--- src/rtl/pipe_ctrl_hazard_if.sv ---
// pipe_ctrl_hazard_if
//   Bundles the decoder-side inputs and pipeline-control outputs of
//   pipe_ctrl_hazard. clk and rst_n stay plain ports on the module.
//   master : decoder/datapath side (drives decoder bundles, ID regs, zero flag)
//   slave  : the hazard/control block
//   Signals:
//     ex_in/m_in/wb_in      decoder EX/M/WB control bundles
//     id_rs/id_rt/id_rd     register specifiers of the instruction in ID
//     alu_zero_mem          ALU zero flag held in EX/MEM
//     ex_ctrl/mem_ctrl/wb_ctrl/wb_dst  pipeline control register contents
//     pc_write/ifid_write/ifid_flush/pc_src  front-end steering
//     fwd_a/fwd_b           ALU operand forwarding selects
//     stall_cnt/flush_cnt   saturating debug event counters
interface pipe_ctrl_hazard_if #(
    parameter int REG_W = 5,
    parameter int CNT_W = 16
);
    logic [2:0]       ex_in;
    logic [2:0]       m_in;
    logic [1:0]       wb_in;
    logic [REG_W-1:0] id_rs;
    logic [REG_W-1:0] id_rt;
    logic [REG_W-1:0] id_rd;
    logic             alu_zero_mem;

    logic [2:0]       ex_ctrl;
    logic [2:0]       mem_ctrl;
    logic [1:0]       wb_ctrl;
    logic [REG_W-1:0] wb_dst;
    logic             pc_write;
    logic             ifid_write;
    logic             ifid_flush;
    logic             pc_src;
    logic [1:0]       fwd_a;
    logic [1:0]       fwd_b;
    logic [CNT_W-1:0] stall_cnt;
    logic [CNT_W-1:0] flush_cnt;

    modport master (
        output ex_in, m_in, wb_in, id_rs, id_rt, id_rd, alu_zero_mem,
        input  ex_ctrl, mem_ctrl, wb_ctrl, wb_dst, pc_write, ifid_write,
               ifid_flush, pc_src, fwd_a, fwd_b, stall_cnt, flush_cnt
    );

    modport slave (
        input  ex_in, m_in, wb_in, id_rs, id_rt, id_rd, alu_zero_mem,
        output ex_ctrl, mem_ctrl, wb_ctrl, wb_dst, pc_write, ifid_write,
               ifid_flush, pc_src, fwd_a, fwd_b, stall_cnt, flush_cnt
    );
endinterface

--- src/rtl/pipe_ctrl_hazard.sv ---
// pipe_ctrl_hazard
//   Carries decoder control bundles through the ID/EX, EX/MEM and MEM/WB
//   control registers, inserts a bubble on a load-use hazard, squashes on a
//   taken branch, drives EX-stage forwarding selects and keeps saturating
//   stall/flush event counters.
//   Ports:
//     clk    rising-edge clock
//     rst_n  asynchronous active-low reset
//     bus    pipe_ctrl_hazard_if.slave (see interface header for signals)
module pipe_ctrl_hazard #(
    parameter int REG_W = 5,
    parameter int CNT_W = 16
) (
    input  logic              clk,
    input  logic              rst_n,
    pipe_ctrl_hazard_if.slave bus
);

    // ID/EX
    logic [2:0]       idex_ex_q, idex_ex_d;
    logic [2:0]       idex_m_q, idex_m_d;
    logic [1:0]       idex_wb_q, idex_wb_d;
    logic [REG_W-1:0] idex_rs_q, idex_rt_q, idex_rd_q;
    // EX/MEM
    logic [2:0]       exmem_m_q, exmem_m_d;
    logic [1:0]       exmem_wb_q, exmem_wb_d;
    logic [REG_W-1:0] exmem_dst_q;
    // MEM/WB
    logic [1:0]       memwb_wb_q;
    logic [REG_W-1:0] memwb_dst_q;
    // counters
    logic [CNT_W-1:0] stall_cnt_q, stall_cnt_d;
    logic [CNT_W-1:0] flush_cnt_q, flush_cnt_d;

    logic flush;
    logic stall;

    always_comb begin
        flush = exmem_m_q[2] & bus.alu_zero_mem;
        stall = idex_m_q[1] & (idex_rt_q != '0) &
                ((idex_rt_q == bus.id_rs) | (idex_rt_q == bus.id_rt));

        idex_ex_d  = bus.ex_in;
        idex_m_d   = bus.m_in;
        idex_wb_d  = bus.wb_in;
        exmem_m_d  = idex_m_q;
        exmem_wb_d = idex_wb_q;

        // Bubble into ID/EX on either event; a flush additionally kills the
        // instruction currently in EX so it never reaches MEM.
        if (flush || stall) begin
            idex_ex_d = '0;
            idex_m_d  = '0;
            idex_wb_d = '0;
        end
        if (flush) begin
            exmem_m_d  = '0;
            exmem_wb_d = '0;
        end

        stall_cnt_d = stall_cnt_q;
        if (stall && !flush && !(&stall_cnt_q))
            stall_cnt_d = stall_cnt_q + 1'b1;

        flush_cnt_d = flush_cnt_q;
        if (flush && !(&flush_cnt_q))
            flush_cnt_d = flush_cnt_q + 1'b1;
    end

    // Register-specifier fields, EX/MEM destination and the whole MEM/WB
    // stage advance unconditionally; only the control bundles differ
    // between the flush, stall and normal cases.
    always_ff @(posedge clk or negedge rst_n) begin
        if (!rst_n) begin
            idex_ex_q   <= '0;
            idex_m_q    <= '0;
            idex_wb_q   <= '0;
            idex_rs_q   <= '0;
            idex_rt_q   <= '0;
            idex_rd_q   <= '0;
            exmem_m_q   <= '0;
            exmem_wb_q  <= '0;
            exmem_dst_q <= '0;
            memwb_wb_q  <= '0;
            memwb_dst_q <= '0;
            stall_cnt_q <= '0;
            flush_cnt_q <= '0;
        end else begin
            idex_ex_q   <= idex_ex_d;
            idex_m_q    <= idex_m_d;
            idex_wb_q   <= idex_wb_d;
            idex_rs_q   <= bus.id_rs;
            idex_rt_q   <= bus.id_rt;
            idex_rd_q   <= bus.id_rd;
            exmem_m_q   <= exmem_m_d;
            exmem_wb_q  <= exmem_wb_d;
            exmem_dst_q <= idex_ex_q[2] ? idex_rd_q : idex_rt_q;
            memwb_wb_q  <= exmem_wb_q;
            memwb_dst_q <= exmem_dst_q;
            stall_cnt_q <= stall_cnt_d;
            flush_cnt_q <= flush_cnt_d;
        end
    end

    // Forwarding: EX/MEM result is newer, so it wins over MEM/WB.
    always_comb begin
        bus.fwd_a = 2'b00;
        if (exmem_wb_q[1] && exmem_dst_q != '0 && exmem_dst_q == idex_rs_q)
            bus.fwd_a = 2'b10;
        else if (memwb_wb_q[1] && memwb_dst_q != '0 && memwb_dst_q == idex_rs_q)
            bus.fwd_a = 2'b01;

        bus.fwd_b = 2'b00;
        if (exmem_wb_q[1] && exmem_dst_q != '0 && exmem_dst_q == idex_rt_q)
            bus.fwd_b = 2'b10;
        else if (memwb_wb_q[1] && memwb_dst_q != '0 && memwb_dst_q == idex_rt_q)
            bus.fwd_b = 2'b01;
    end

    assign bus.ex_ctrl    = idex_ex_q;
    assign bus.mem_ctrl   = exmem_m_q;
    assign bus.wb_ctrl    = memwb_wb_q;
    assign bus.wb_dst     = memwb_dst_q;
    assign bus.pc_src     = flush;
    assign bus.ifid_flush = flush;
    assign bus.pc_write   = ~stall | flush;
    assign bus.ifid_write = ~stall | flush;
    assign bus.stall_cnt  = stall_cnt_q;
    assign bus.flush_cnt  = flush_cnt_q;

endmodule

--- src/flat_wrapper.sv ---
// flat-port wrapper written by rule: the top's interface ports become plain ports
module pipe_ctrl_hazard_flat 
#(
    parameter int REG_W = 5,
    parameter int CNT_W = 16
)
  (clk, rst_n, bus_ex_in, bus_m_in, bus_wb_in, bus_id_rs, bus_id_rt, bus_id_rd, bus_alu_zero_mem, bus_ex_ctrl, bus_mem_ctrl, bus_wb_ctrl, bus_wb_dst, bus_pc_write, bus_ifid_write, bus_ifid_flush, bus_pc_src, bus_fwd_a, bus_fwd_b, bus_stall_cnt, bus_flush_cnt);
  pipe_ctrl_hazard_if #(.REG_W(REG_W), .CNT_W(CNT_W)) bus_i ();
  input  logic clk;
  input  logic rst_n;
  input wire logic [$bits(bus_i.ex_in)-1:0] bus_ex_in;
  input wire logic [$bits(bus_i.m_in)-1:0] bus_m_in;
  input wire logic [$bits(bus_i.wb_in)-1:0] bus_wb_in;
  input wire logic [$bits(bus_i.id_rs)-1:0] bus_id_rs;
  input wire logic [$bits(bus_i.id_rt)-1:0] bus_id_rt;
  input wire logic [$bits(bus_i.id_rd)-1:0] bus_id_rd;
  input wire logic [$bits(bus_i.alu_zero_mem)-1:0] bus_alu_zero_mem;
  output wire logic [$bits(bus_i.ex_ctrl)-1:0] bus_ex_ctrl;
  output wire logic [$bits(bus_i.mem_ctrl)-1:0] bus_mem_ctrl;
  output wire logic [$bits(bus_i.wb_ctrl)-1:0] bus_wb_ctrl;
  output wire logic [$bits(bus_i.wb_dst)-1:0] bus_wb_dst;
  output wire logic [$bits(bus_i.pc_write)-1:0] bus_pc_write;
  output wire logic [$bits(bus_i.ifid_write)-1:0] bus_ifid_write;
  output wire logic [$bits(bus_i.ifid_flush)-1:0] bus_ifid_flush;
  output wire logic [$bits(bus_i.pc_src)-1:0] bus_pc_src;
  output wire logic [$bits(bus_i.fwd_a)-1:0] bus_fwd_a;
  output wire logic [$bits(bus_i.fwd_b)-1:0] bus_fwd_b;
  output wire logic [$bits(bus_i.stall_cnt)-1:0] bus_stall_cnt;
  output wire logic [$bits(bus_i.flush_cnt)-1:0] bus_flush_cnt;
  assign bus_i.ex_in = bus_ex_in;
  assign bus_i.m_in = bus_m_in;
  assign bus_i.wb_in = bus_wb_in;
  assign bus_i.id_rs = bus_id_rs;
  assign bus_i.id_rt = bus_id_rt;
  assign bus_i.id_rd = bus_id_rd;
  assign bus_i.alu_zero_mem = bus_alu_zero_mem;
  assign bus_ex_ctrl = bus_i.ex_ctrl;
  assign bus_mem_ctrl = bus_i.mem_ctrl;
  assign bus_wb_ctrl = bus_i.wb_ctrl;
  assign bus_wb_dst = bus_i.wb_dst;
  assign bus_pc_write = bus_i.pc_write;
  assign bus_ifid_write = bus_i.ifid_write;
  assign bus_ifid_flush = bus_i.ifid_flush;
  assign bus_pc_src = bus_i.pc_src;
  assign bus_fwd_a = bus_i.fwd_a;
  assign bus_fwd_b = bus_i.fwd_b;
  assign bus_stall_cnt = bus_i.stall_cnt;
  assign bus_flush_cnt = bus_i.flush_cnt;
  pipe_ctrl_hazard #(.REG_W(REG_W), .CNT_W(CNT_W)) u_core (.clk(clk), .rst_n(rst_n), .bus(bus_i));
endmodule
--- config.mk ---
export PLATFORM = sky130hd
export DESIGN_NAME = pipe_ctrl_hazard_flat
export DESIGN_NICKNAME = d
export VERILOG_FILES = /design/src/rtl/pipe_ctrl_hazard_if.sv /design/src/rtl/pipe_ctrl_hazard.sv /design/src/flat_wrapper.sv
export SDC_FILE = /design/constraint.sdc
export NUM_CORES = 1
export LEC_CHECK = 0
export CORE_MARGIN = 2
export CORE_UTILIZATION = 53
export CTS_CLUSTER_SIZE = 25
export DETAILED_ROUTE_END_ITERATION = 10
export GPL_TIMING_DRIVEN = 0
export PLACE_DENSITY = 0.85
export SYNTH_ARGS = -nofsm -noshare
export SYNTH_HDL_FRONTEND = slang
export SYNTH_SLANG_ARGS = --single-unit
export TNS_END_PERCENT = 20
--- constraint.sdc ---
create_clock -name clk -period 5.33 [get_ports clk]
set_input_delay 0.7995 -clock clk [delete_from_list [all_inputs] [get_ports clk]]
set_output_delay 0.7995 -clock clk [all_outputs]
set_load 0.03 [all_outputs]
==> impl_summary.log <==
INFO  metric fp.dieW = a little over 80 µm
INFO  metric clkSinkCount = a little over 70
INFO  metric antenna_found_initial = 0
INFO  metric area_growth_syn_to_layout = 32.9%
INFO  metric power.switching = 402 µW
INFO  metric yosys_reg_bits = 72
INFO  metric design_power_total = between 1 and 1.5 mW
INFO  metric power.switching_fraction = 0.297
INFO  metric synth-warning-count = 0
INFO  metric num_rows = 28
INFO  metric final_clock_skew = slightly below 6 ps
INFO  metric route.detailed.wl_per_inst = 15.6 µm
INFO  metric cap_viol_max_count = 0
INFO  metric gr-total-overflow = 0
INFO  metric chipHeight = 81.9 µm
INFO  metric initial_standard_cell_utilization_of_the_core = 0.546
INFO  metric clk-insertion-delay-late = between 300 and 400 ps
INFO  metric final_nets = around 380
INFO  metric final_cell_mix = clkdlybuf4s50_1, dfrtp_1, xnor2_1, nand3_1, xor2_1
INFO  metric hold_class = reg -> reg
INFO  metric post_synth_instance_area = 3210 µm²
INFO  metric normalized_max_slew_margin = 0.409
INFO  metric mean_syn_cell_area = ~12 µm²
INFO  metric yosysSeqAreaShare = 0.561
INFO  metric outcome = finished clean
INFO  metric critPathRequiredTime = between 4000 and 5000 ps
INFO  metric clock-root-buffer = clkbuf_8
INFO  metric reg2reg_to = u_core.bus.flush_cnt[1]
INFO  metric clock_slew_at_reported_path_ffs = 70 ps
INFO  metric final.min_clock_period = 3800 ps
INFO  metric first_global_vias = between 2k and 2.5k
INFO  metric drive_gt1_frac = 0.118
INFO  metric fill_cells = between 400 and 500
INFO  metric clockPowerShare = 0.307
INFO  metric crit_type = in -> out
INFO  metric setup_repair_after_global_routing_missed_its_margin = false
INFO  metric finalSetupTns = 0 ps
INFO  metric drt_first_pass_iters = 4
INFO  metric slowest_stage = clkdlybuf4s50_1
INFO  metric crit-reg2reg-launch = u_core.bus.flush_cnt[0]
INFO  metric cts_resized = 0
INFO  metric cts_buffer_depth = 2
INFO  metric actual_slew_at_the_worst_max_slew_pin = about 890 ps
INFO  metric edff_count_synth = 0
INFO  metric floorplan.io_pins = 79
INFO  metric finalHoldViolCount = 0
INFO  metric layout_commonest_cell = clkdlybuf4s50_1
INFO  metric crit_fanout = 10
INFO  metric htree_num_levels = 3
INFO  metric grt_util_all_layers = 0.221
INFO  metric syn_inst = 264
INFO  metric vias = around 2.3k
INFO  metric power.density = around 320 nW/µm²
INFO  metric ys_dominant_reg_cell = dfrtp_1
INFO  metric synth.largest_area_cell = dfrtp_1
INFO  metric start_kind = input port
INFO  metric irDropWorstVdd = about 0.25 mV
INFO  metric static-leakage-power = between 1.5 and 2 nW
INFO  metric drt_drc_violations_left = 0
INFO  metric timing.hold.ws = 351 ps
INFO  metric totalWireLength = between 6000 and 7000 µm
INFO  metric place.detailed.hpwl = slightly below 5000 µm
INFO  metric fmax = between 0.2 and 0.3 GHz
INFO  metric crit_chain = clkdlybuf4s50_1, xnor2_1, nand3_1, o22ai_4, buf_4, nand2_1, buf_4, clkdlybuf4s50_1
INFO  metric finalSetupViolCount = 0
INFO  metric crit_start = bus_id_rt[0]
INFO  metric syn-num-nets = between 200 and 300
INFO  metric synth_largest_type_area_fraction = 0.561
INFO  metric cts_setup_buffers = 0
INFO  metric p_comb_frac = 0.214
INFO  metric port-buffer-count = 78
INFO  metric count_of_inserted_antenna_diode_cells = 0
INFO  metric seqPwrFrac = 0.479
INFO  metric cts_tree = yes
INFO  metric worstPathArrival = around 3000 ps
INFO  metric final.period_utilization = 0.713
INFO  metric endpoint = bus_pc_write
INFO  metric yosys-top-cells-area = dfrtp_1, xnor2_1, xor2_1
INFO  metric gp_congestion = between 0.8 and 0.9
INFO  metric vias_per_cell = around 5.4
INFO  metric reg2reg_depth = 5
INFO  metric critical_path.max_stage_delay = between 500 and 600 ps
INFO  metric cts_made_buffers = 9
INFO  metric critical_path.endpoint_type = output port
INFO  metric layout.area.seq = 1800 µm²
INFO  metric hold_buffer_count_at_cts = 0
INFO  metric floorplan.core_area = approximately 5900 µm²
INFO  metric grt_first_pass_wirelength = roughly 11,000 µm
INFO  metric grt_start_max_net_pins = 73
INFO  metric initialDrtViolationCount = 142
INFO  metric count_of_different_cell_masters_after_synthesis = 38
INFO  metric postRouteAntennaNets = 0
INFO  metric reg2reg_slack = about 3400 ps
INFO  metric multi_input_area = 1330 µm²
INFO  metric power_report.internal_total = ~950 µW
INFO  metric async_sr_flop_fraction = 1.00
INFO  metric maxSlewViolCount = 0
INFO  metric die_outline_area = between 6000 and 7000 µm²
==> layout make-up <==
cell class	count	area share
multi-input combinational	178	0.312
sequential	72	0.422
timing repair buffer	78	0.182
clock buffer	11	0.0331
tap	75	0.0220
inverter	3	0.00264
clock inverter	4	0.0105
buffer	11	0.0161
==> cells in the mapped netlist, types with 2 or more instances <==
library cell and n:
a21oi_4 2, and2_1 14, and3_1 9, and4_1 5, buf_2 4, buf_4 4
clkbuf_1 2, dfrtp_1 72, ha_1 2, inv_1 2, mux2_2 8, nand2_1 12
nand2b_1 3, nand3_1 22, nand4_1 10, nand4b_1 2, nor2_1 6, nor3_1 3
nor4_1 4, o21ai_0 2, or4_1 4, xnor2_1 41, xor2_1 16
==> critical path: cells and delay by family <==
family | cells | cell delay [ps]
compound gates | 1 | 370
simple gates | 2 | 230
buf+inv | 4 | 1480
xor+xnor | 1 | 120
==> stage by stage <==
stage / std cells / instance area (µm²) / setup slack, ps / util
2_1_floorplan: 264 / 3210 / 2190 / -
3_3_place_gp: 417 / 4090 / 1100 / 0.695
3_5_place_dp: 417 / 4090 / 1520 / 0.694
4_1_cts: 432 / 4270 / 1510 / 0.726
5_1_grt: 432 / 4270 / 1390 / 0.726
6_report: 432 / 4270 / 1530 / 0.726
==> power groups by stage <==
stage,registers (mW),logic (mW),clock network [mW]
CTS,0.650,0.294,0.423
finish,0.650,0.291,0.416
floorplan,0.716,0.0994,0
detailed placement,0.659,0.292,0
global placement,0.657,0.285,0
global route,0.658,0.310,0.445
==> how the worst min path moves through the flow <==
stage | startpoint | end | slack, ps | depth (start not counted)
after floorplan | u_core.exmem_wb_q[0] | u_core.bus.wb_ctrl[0] | 330 | 0
after global placement | u_core.exmem_wb_q[0] | u_core.bus.wb_ctrl[0] | 330 | 0
after detailed placement | u_core.exmem_wb_q[0] | u_core.bus.wb_ctrl[0] | 330 | 0
after CTS | u_core.exmem_wb_q[0] | u_core.bus.wb_ctrl[0] | 350 | 0
after global routing | u_core.exmem_wb_q[0] | u_core.bus.wb_ctrl[0] | 370 | 0
final | u_core.exmem_wb_q[0] | u_core.bus.wb_ctrl[0] | 350 | 0
==> routing by layer <==
layer	up-vias	GRT usage	part of all wire
met1	1136	0.271	0.41
met2	76	0.363	0.51
met3	12	0.0593	0.067
met5	-	0	0
met4	0	0.107	0.014
li1	1089	-	-
==> sequential cells by signal, indices dropped and copies added, names as in the netlist <==
| name | flops |
|---|---|
| u_core.bus.ex_ctrl | 3 |
| u_core.exmem_dst_q | 5 |
| u_core.bus.flush_cnt | 16 |
| u_core.bus.stall_cnt | 16 |
| u_core.idex_m_q | 3 |
| u_core.exmem_wb_q | 2 |
| u_core.idex_rs_q | 5 |
| u_core.idex_rt_q | 5 |
| u_core.bus.wb_dst | 5 |
| u_core.bus.mem_ctrl | 3 |
| u_core.bus.wb_ctrl | 2 |
| u_core.idex_wb_q | 2 |
| u_core.idex_rd_q | 5 |
==> cell families after synthesis <==
| group | count (synthesis) | synth area share |
|---|---|---|
| flops | 72 | 0.561 |
| simple gates | 100 | 0.181 |
| mux | 9 | 0.0327 |
| compound gates | 10 | 0.0370 |
| fa+ha+maj | 2 | 0.00779 |
| buf+inv | 14 | 0.0249 |
| xor+xnor | 57 | 0.155 |
(Power assumes the default switching activity.)
